--- config.mk ---
export PLATFORM = sky130hd
export DESIGN_NAME = expansion_xor_pipe_flat
export DESIGN_NICKNAME = d
export VERILOG_FILES = /design/src/rtl/expansion_xor_pipe_pkg.sv /design/src/rtl/expansion_xor_pipe_if.sv /design/src/rtl/expansion_xor_pipe_bit_select_net.sv /design/src/rtl/expansion_xor_pipe.sv /design/src/flat_wrapper.sv
export SDC_FILE = /design/constraint.sdc
export NUM_CORES = 1
export LEC_CHECK = 0
export CORE_MARGIN = 3
export CORE_UTILIZATION = 50
export CTS_CLUSTER_DIAMETER = 30
export CTS_CLUSTER_SIZE = 12
export DETAILED_ROUTE_END_ITERATION = 16
export GPL_TIMING_DRIVEN = 0
export PLACE_DENSITY = 0.8
export RECOVER_POWER = 25
export SETUP_SLACK_MARGIN = 0.1
export SLEW_MARGIN = 15
export SYNTH_ARGS = -nofsm -noshare
export SYNTH_HDL_FRONTEND = slang
export SYNTH_SLANG_ARGS = --single-unit
export TNS_END_PERCENT = 30
--- constraint.sdc ---
create_clock -name clk -period 1.7 [get_ports clk]
set_input_delay 0.51 -clock clk [delete_from_list [all_inputs] [get_ports clk]]
set_output_delay 0.51 -clock clk [all_outputs]
set_load 0.005 [all_outputs]
--- src/rtl/expansion_xor_pipe_pkg.sv ---
// Shared constants for the DES round-function datapath: widths and select tables.
// Table entries are 1-based source bit numbers, entry 1 in the most significant slot.
package expansion_xor_pipe_pkg;

    localparam int unsigned DES_HALF_W = 32;
    localparam int unsigned DES_EXP_W  = 48;
    localparam int unsigned DES_IDX_W  = 6;

    // E expansion: 32 -> 48
    localparam logic [DES_EXP_W*DES_IDX_W-1:0] DES_E_TABLE = {
        6'd32, 6'd1,  6'd2,  6'd3,  6'd4,  6'd5,
        6'd4,  6'd5,  6'd6,  6'd7,  6'd8,  6'd9,
        6'd8,  6'd9,  6'd10, 6'd11, 6'd12, 6'd13,
        6'd12, 6'd13, 6'd14, 6'd15, 6'd16, 6'd17,
        6'd16, 6'd17, 6'd18, 6'd19, 6'd20, 6'd21,
        6'd20, 6'd21, 6'd22, 6'd23, 6'd24, 6'd25,
        6'd24, 6'd25, 6'd26, 6'd27, 6'd28, 6'd29,
        6'd28, 6'd29, 6'd30, 6'd31, 6'd32, 6'd1
    };

    // P permutation applied after the S-boxes: 32 -> 32
    localparam logic [DES_HALF_W*DES_IDX_W-1:0] DES_P_TABLE = {
        6'd16, 6'd7,  6'd20, 6'd21, 6'd29, 6'd12, 6'd28, 6'd17,
        6'd1,  6'd15, 6'd23, 6'd26, 6'd5,  6'd18, 6'd31, 6'd10,
        6'd2,  6'd8,  6'd24, 6'd14, 6'd32, 6'd27, 6'd3,  6'd9,
        6'd19, 6'd13, 6'd30, 6'd6,  6'd22, 6'd11, 6'd4,  6'd25
    };

endpackage

--- src/rtl/expansion_xor_pipe_if.sv ---
// Valid/ready stream bundle for the expansion/XOR stage, plus its synchronous flush.
interface expansion_xor_pipe_if
    import expansion_xor_pipe_pkg::*;
#(
    parameter int unsigned IN_W  = DES_HALF_W,
    parameter int unsigned OUT_W = DES_EXP_W
);
    logic             flush;
    logic             in_valid;
    logic             in_ready;
    logic [IN_W-1:0]  in_data;
    logic [OUT_W-1:0] in_key;
    logic             in_xor_en;
    logic             out_valid;
    logic             out_ready;
    logic [OUT_W-1:0] out_data;

    modport master (
        output flush, in_valid, in_data, in_key, in_xor_en, out_ready,
        input  in_ready, out_valid, out_data
    );

    modport slave (
        input  flush, in_valid, in_data, in_key, in_xor_en, out_ready,
        output in_ready, out_valid, out_data
    );
endinterface

--- src/rtl/expansion_xor_pipe_bit_select_net.sv ---
// Pure wiring: output bit j takes the input bit named by table entry j (bit 1 = MSB).
// Entries of 0 or beyond IN_W tie the output bit low.
module bit_select_net #(
    parameter int unsigned IN_W  = 32,
    parameter int unsigned OUT_W = 48,
    parameter int unsigned IDX_W = 6,
    parameter logic [OUT_W*IDX_W-1:0] SEL_TABLE = '0
) (
    input  logic [IN_W-1:0]  in_data,
    output logic [OUT_W-1:0] out_data
);

    // 0-based output bit j is 1-based entry OUT_W-j, stored at slice j*IDX_W
    for (genvar j = 0; j < OUT_W; j++) begin : g_bit
        localparam int unsigned SRC = 32'(SEL_TABLE[j*IDX_W +: IDX_W]);
        if (SRC == 0 || SRC > IN_W) begin : g_zero
            assign out_data[j] = 1'b0;
        end else begin : g_pick
            assign out_data[j] = in_data[IN_W-SRC];
        end
    end

endmodule

--- src/rtl/expansion_xor_pipe.sv ---
// Pipelined bit-select expansion fused with round-key XOR: out = SEL(in) ^ key.
// Defaults give DES E(R) ^ K(i); STAGES picks a 1- or 2-register valid/ready chain.
module expansion_xor_pipe
    import expansion_xor_pipe_pkg::*;
#(
    parameter int unsigned IN_W   = DES_HALF_W,
    parameter int unsigned OUT_W  = DES_EXP_W,
    parameter int unsigned IDX_W  = DES_IDX_W,
    parameter logic [OUT_W*IDX_W-1:0] SEL_TABLE = DES_E_TABLE,
    parameter int unsigned STAGES = 2
) (
    input logic clk,
    input logic rst_n,
    expansion_xor_pipe_if.slave bus
);

    logic             alive_q;
    logic             in_ready_c;
    logic             out_valid_q;
    logic [OUT_W-1:0] out_data_q;
    logic [OUT_W-1:0] sel_c;

    bit_select_net #(
        .IN_W      (IN_W),
        .OUT_W     (OUT_W),
        .IDX_W     (IDX_W),
        .SEL_TABLE (SEL_TABLE)
    ) u_sel (
        .in_data  (bus.in_data),
        .out_data (sel_c)
    );

    // Holds in_ready low through reset and until the first edge after release
    always_ff @(posedge clk or negedge rst_n) begin
        if (!rst_n) alive_q <= 1'b0;
        else        alive_q <= 1'b1;
    end

    if (STAGES == 2) begin : g_two
        logic             v1_q;
        logic             xe1_q;
        logic [OUT_W-1:0] sel1_q;
        logic [OUT_W-1:0] key1_q;
        logic             adv1_c;
        logic             adv2_c;
        logic             load_c;

        assign adv2_c     = out_valid_q & bus.out_ready;
        assign adv1_c     = v1_q & (~out_valid_q | adv2_c);
        assign in_ready_c = alive_q & ~bus.flush & (~v1_q | adv1_c);
        assign load_c     = bus.in_valid & in_ready_c;

        always_ff @(posedge clk or negedge rst_n) begin
            if (!rst_n) begin
                v1_q        <= 1'b0;
                xe1_q       <= 1'b0;
                sel1_q      <= '0;
                key1_q      <= '0;
                out_valid_q <= 1'b0;
                out_data_q  <= '0;
            end else if (bus.flush) begin
                v1_q        <= 1'b0;
                out_valid_q <= 1'b0;
            end else begin
                if (load_c) begin
                    sel1_q <= sel_c;
                    key1_q <= bus.in_key;
                    xe1_q  <= bus.in_xor_en;
                    v1_q   <= 1'b1;
                end else if (adv1_c) begin
                    v1_q   <= 1'b0;
                end

                if (adv1_c) begin
                    out_data_q  <= sel1_q ^ ({OUT_W{xe1_q}} & key1_q);
                    out_valid_q <= 1'b1;
                end else if (adv2_c) begin
                    out_valid_q <= 1'b0;
                end
            end
        end
    end else if (STAGES == 1) begin : g_one
        logic adv_c;
        logic load_c;

        assign adv_c      = out_valid_q & bus.out_ready;
        assign in_ready_c = alive_q & ~bus.flush & (~out_valid_q | adv_c);
        assign load_c     = bus.in_valid & in_ready_c;

        always_ff @(posedge clk or negedge rst_n) begin
            if (!rst_n) begin
                out_valid_q <= 1'b0;
                out_data_q  <= '0;
            end else if (bus.flush) begin
                out_valid_q <= 1'b0;
            end else if (load_c) begin
                out_data_q  <= sel_c ^ ({OUT_W{bus.in_xor_en}} & bus.in_key);
                out_valid_q <= 1'b1;
            end else if (adv_c) begin
                out_valid_q <= 1'b0;
            end
        end
    end else begin : g_bad_stages
        $error("expansion_xor_pipe: STAGES must be 1 or 2");
    end

    assign bus.in_ready  = in_ready_c;
    assign bus.out_valid = out_valid_q;
    assign bus.out_data  = out_data_q;

endmodule

--- src/flat_wrapper.sv ---
// flat-port wrapper written by rule: the top's interface ports become plain ports
module expansion_xor_pipe_flat import expansion_xor_pipe_pkg::*;
#(
    parameter int unsigned IN_W   = DES_HALF_W,
    parameter int unsigned OUT_W  = DES_EXP_W,
    parameter int unsigned IDX_W  = DES_IDX_W,
    parameter logic [OUT_W*IDX_W-1:0] SEL_TABLE = DES_E_TABLE,
    parameter int unsigned STAGES = 2
)
  (clk, rst_n, bus_flush, bus_in_valid, bus_in_data, bus_in_key, bus_in_xor_en, bus_out_ready, bus_in_ready, bus_out_valid, bus_out_data);
  expansion_xor_pipe_if #(.IN_W(IN_W), .OUT_W(OUT_W)) bus_i ();
  input logic clk;
  input logic rst_n;
  input wire logic [$bits(bus_i.flush)-1:0] bus_flush;
  input wire logic [$bits(bus_i.in_valid)-1:0] bus_in_valid;
  input wire logic [$bits(bus_i.in_data)-1:0] bus_in_data;
  input wire logic [$bits(bus_i.in_key)-1:0] bus_in_key;
  input wire logic [$bits(bus_i.in_xor_en)-1:0] bus_in_xor_en;
  input wire logic [$bits(bus_i.out_ready)-1:0] bus_out_ready;
  output wire logic [$bits(bus_i.in_ready)-1:0] bus_in_ready;
  output wire logic [$bits(bus_i.out_valid)-1:0] bus_out_valid;
  output wire logic [$bits(bus_i.out_data)-1:0] bus_out_data;
  assign bus_i.flush = bus_flush;
  assign bus_i.in_valid = bus_in_valid;
  assign bus_i.in_data = bus_in_data;
  assign bus_i.in_key = bus_in_key;
  assign bus_i.in_xor_en = bus_in_xor_en;
  assign bus_i.out_ready = bus_out_ready;
  assign bus_in_ready = bus_i.in_ready;
  assign bus_out_valid = bus_i.out_valid;
  assign bus_out_data = bus_i.out_data;
  expansion_xor_pipe #(.IN_W(IN_W), .OUT_W(OUT_W), .IDX_W(IDX_W), .SEL_TABLE(SEL_TABLE), .STAGES(STAGES)) u_core (.clk(clk), .rst_n(rst_n), .bus(bus_i));
endmodule
==> metrics <==
status finished with violations; failing checks setup timing; Worst R2R End u_core.g_two.sel1_q[38]; R2R depth 6; leading cell type in the layout, fill and taps excluded dfrtp_1; Worst EP arrival 2010 ps; Power, Total 11.32 mW; Layout area overhead 38.99%; post-route cell area 8314 sq um; H-tree Lvls 4; maximum buffer depth of the clock tree 2; Die Y 115.4 um; die area 13310 sq um; WL per Instance 18.69 um; critical path type register to register; CP Capture Type register; Worst-path clk slew 60 ps; P_leak 3.719 nW; total of max-cap violations 0; FMAX 581.2 MHz; Worst-Margin Slew 1106 ps; dpl hpwl 8698 um; FF-to-FF setup slack -20 ps; die width 115.4 um; CP max stage cell dfrtp_1; port buffer count 135; vias 3562; period utilization 101.2%; Req. time, crit path 1990 ps; Layout fillers 773; CP Cell Sequence nor2b_4, buf_6, a211oi_4, buf_12, buf_12, mux2_4; RePlAce Congestion 0.7629; Critical Path Source u_core.bus.out_valid; initial antenna violation count 0; Crit Path Max Fanout 10; Pre-Repair DR Iteration Count 4; Setup crit end u_core.g_two.sel1_q[38]; # nets final 639; Mapped Nets 473; fin crit period 1721 ps; Via density 5.031; post-synthesis sequential area ratio 55.22%; num rows 39; synth top area cells dfrtp_1, mux2_4, xnor2_1; area of the mapped netlist 5982 sq um; post-synth cell types 21; fin worst setup slack -20.71 ps; first-pass GRT wire length 20910 um; total track usage 20.88%; clock latency on the worst-skew pair 410 ps; Post-Route WL 13230 um; initial core utilization 51.73%; Hold Crit Class input pin to async pin; top cell type's share of synthesized area 55.22%; Power Density 1361 nW/um^2; CORE AREA 11560 sq um; Boundary Pins 136; post-route ant nets 0; largest net degree at the start of global routing 80; maximum VDD drop 0.8085 mV; Congestion Overflow GR 0; # hold bufs at CTS 0; Initial DRC Count 208; vias in the first global route 3993; CTS root buf clkbuf_16; slowest cell delay on critical path 380 ps; layout cell share with drive strength beyond 1 34.34%; total CTS buffers 17; # diodes 0; most frequent cells in the layout dfrtp_1, mux2_4, clkdlybuf4s50_1; placed inst area 7541 sq um; Hold Violations, Final 0; RSZ-0062 raised after global routing true; clk sink count 132; Gate Count Post-Synth 387; Final Skew 6.665 ps; Slew Limit Fails 0; top cell type by total area after synthesis dfrtp_1; Critical R2R Launch u_core.bus.out_valid; Worst path most repeated cell buf_12; DRC viols 0; sum of negative setup slack -393.8 ps; final setup fails 47; Syn Area/Cell 15.46 sq um; Worst slew margin 26.24%; CTS tree yes; synth warn 0; crit start category register; synthesized flop and latch total 132
==> metrics by stage <==
stage          hold WS [ps]  utilization (%)  worst slack, ps  cells
2_1_floorplan         214.4                -            112.5    387
3_5_place_dp          473.7            65.21           -636.4    666
6_report              343.4            71.89           -20.71    708
3_3_place_gp          467.2            64.96            -4929    665
5_1_grt               424.0            71.89           -73.96    708
4_1_cts               158.3            70.59           -21.27    705
==> layer usage <==
layer / track usage [%] / share of wire [%] / vias up / routed length, um
met5: 0 / 0 / - / 0
li1: - / - / 1633 / -
met2: 33.60 / 50 / 100 / 6603
met4: 6.651 / 1.2 / 0 / 159
met3: 7.579 / 6.1 / 13 / 802
met1: 26.44 / 43 / 1816 / 5667
==> worst min path at each step <==
stage | startpoint | to | slack (ps) | cells after the start
4_1_cts | rst_n | u_core.g_two.sel1_q[6] | 160 | 1
3_5_place_dp | u_core.bus.out_data[31] | u_core.bus.out_data[31] | 470 | 1
3_3_place_gp | u_core.bus.out_data[44] | u_core.bus.out_data[44] | 470 | 1
5_1_grt | rst_n | u_core.g_two.key1_q[4] | 420 | 1
2_1_floorplan | rst_n | u_core.alive_q | 210 | 0
6_report | rst_n | u_core.bus.out_valid | 340 | 1
==> Yosys cell counts (all sizes together) <==
cell,n
nor2b,1
nand2,48
nand2b,1
nor2,2
a21oi,1
dfrtp,132
a31o,1
nor3b,1
mux2,129
buf,16
inv,2
clkbuf,3
xnor2,48
a211oi,1
conb,1
==> cell type report <==
cell class | instances | area, sq um | area share [%]
Tap cell | 143 | 178.9 | 2.152
Buffer | 19 | 281.5 | 3.386
Clock inverter | 5 | 25.02 | 0.3010
Timing Repair Buffer | 147 | 1475 | 17.74
Inverter | 2 | 7.507 | 0.09029
Clock buffer | 26 | 499.2 | 6.005
Multi-Input combinational cell | 234 | 2542 | 30.58
Sequential cell | 132 | 3304 | 39.74
==> worst max-delay path: cells and delay by family, from the launching register on <==
kind	cells	cell delay (ps)
buffers and inverters	3	500
AND/OR/NAND/NOR	1	140
multiplexers	1	310
AO/OA/AOI/OAI	1	270
flip-flops	1	380
==> where the power goes <==
part | switching [mW] | leakage [nW] | internal, mW
sequential | 0.599 | 1.57 | 4.10
combinational | 1.06 | 1.88 | 2.28
clock | 1.28 | 0.264 | 2.00
total | 2.94 | 3.72 | 8.38
==> flip-flops by register name (all words and copies together), names as in the netlist <==
| register | flops |
|---|---|
| u_core.g_two.v1_q | 1 |
| u_core.alive_q | 1 |
| u_core.g_two.xe1_q | 1 |
| u_core.g_two.sel1_q | 32 |
| u_core.bus.out_valid | 1 |
| u_core.g_two.key1_q | 48 |
| u_core.bus.out_data | 48 |
==> logic make-up after synthesis <==
group	share of synthesized area, %
flip-flops	55.22
multiplexers	29.24
AND/OR/NAND/NOR	3.807
XOR/XNOR	7.028
buffers and inverters	4.079
AO/OA/AOI/OAI	0.5647
other	0.06269
==> repair_timing <==
action,in CTS,in global routing
gates cloned,1,1
pin swaps,1,2
setup buffers,7,2
resized for setup,80,52
endpoints found under the setup margin,179,157
Note: power is estimated with default switching activity, not from simulation.
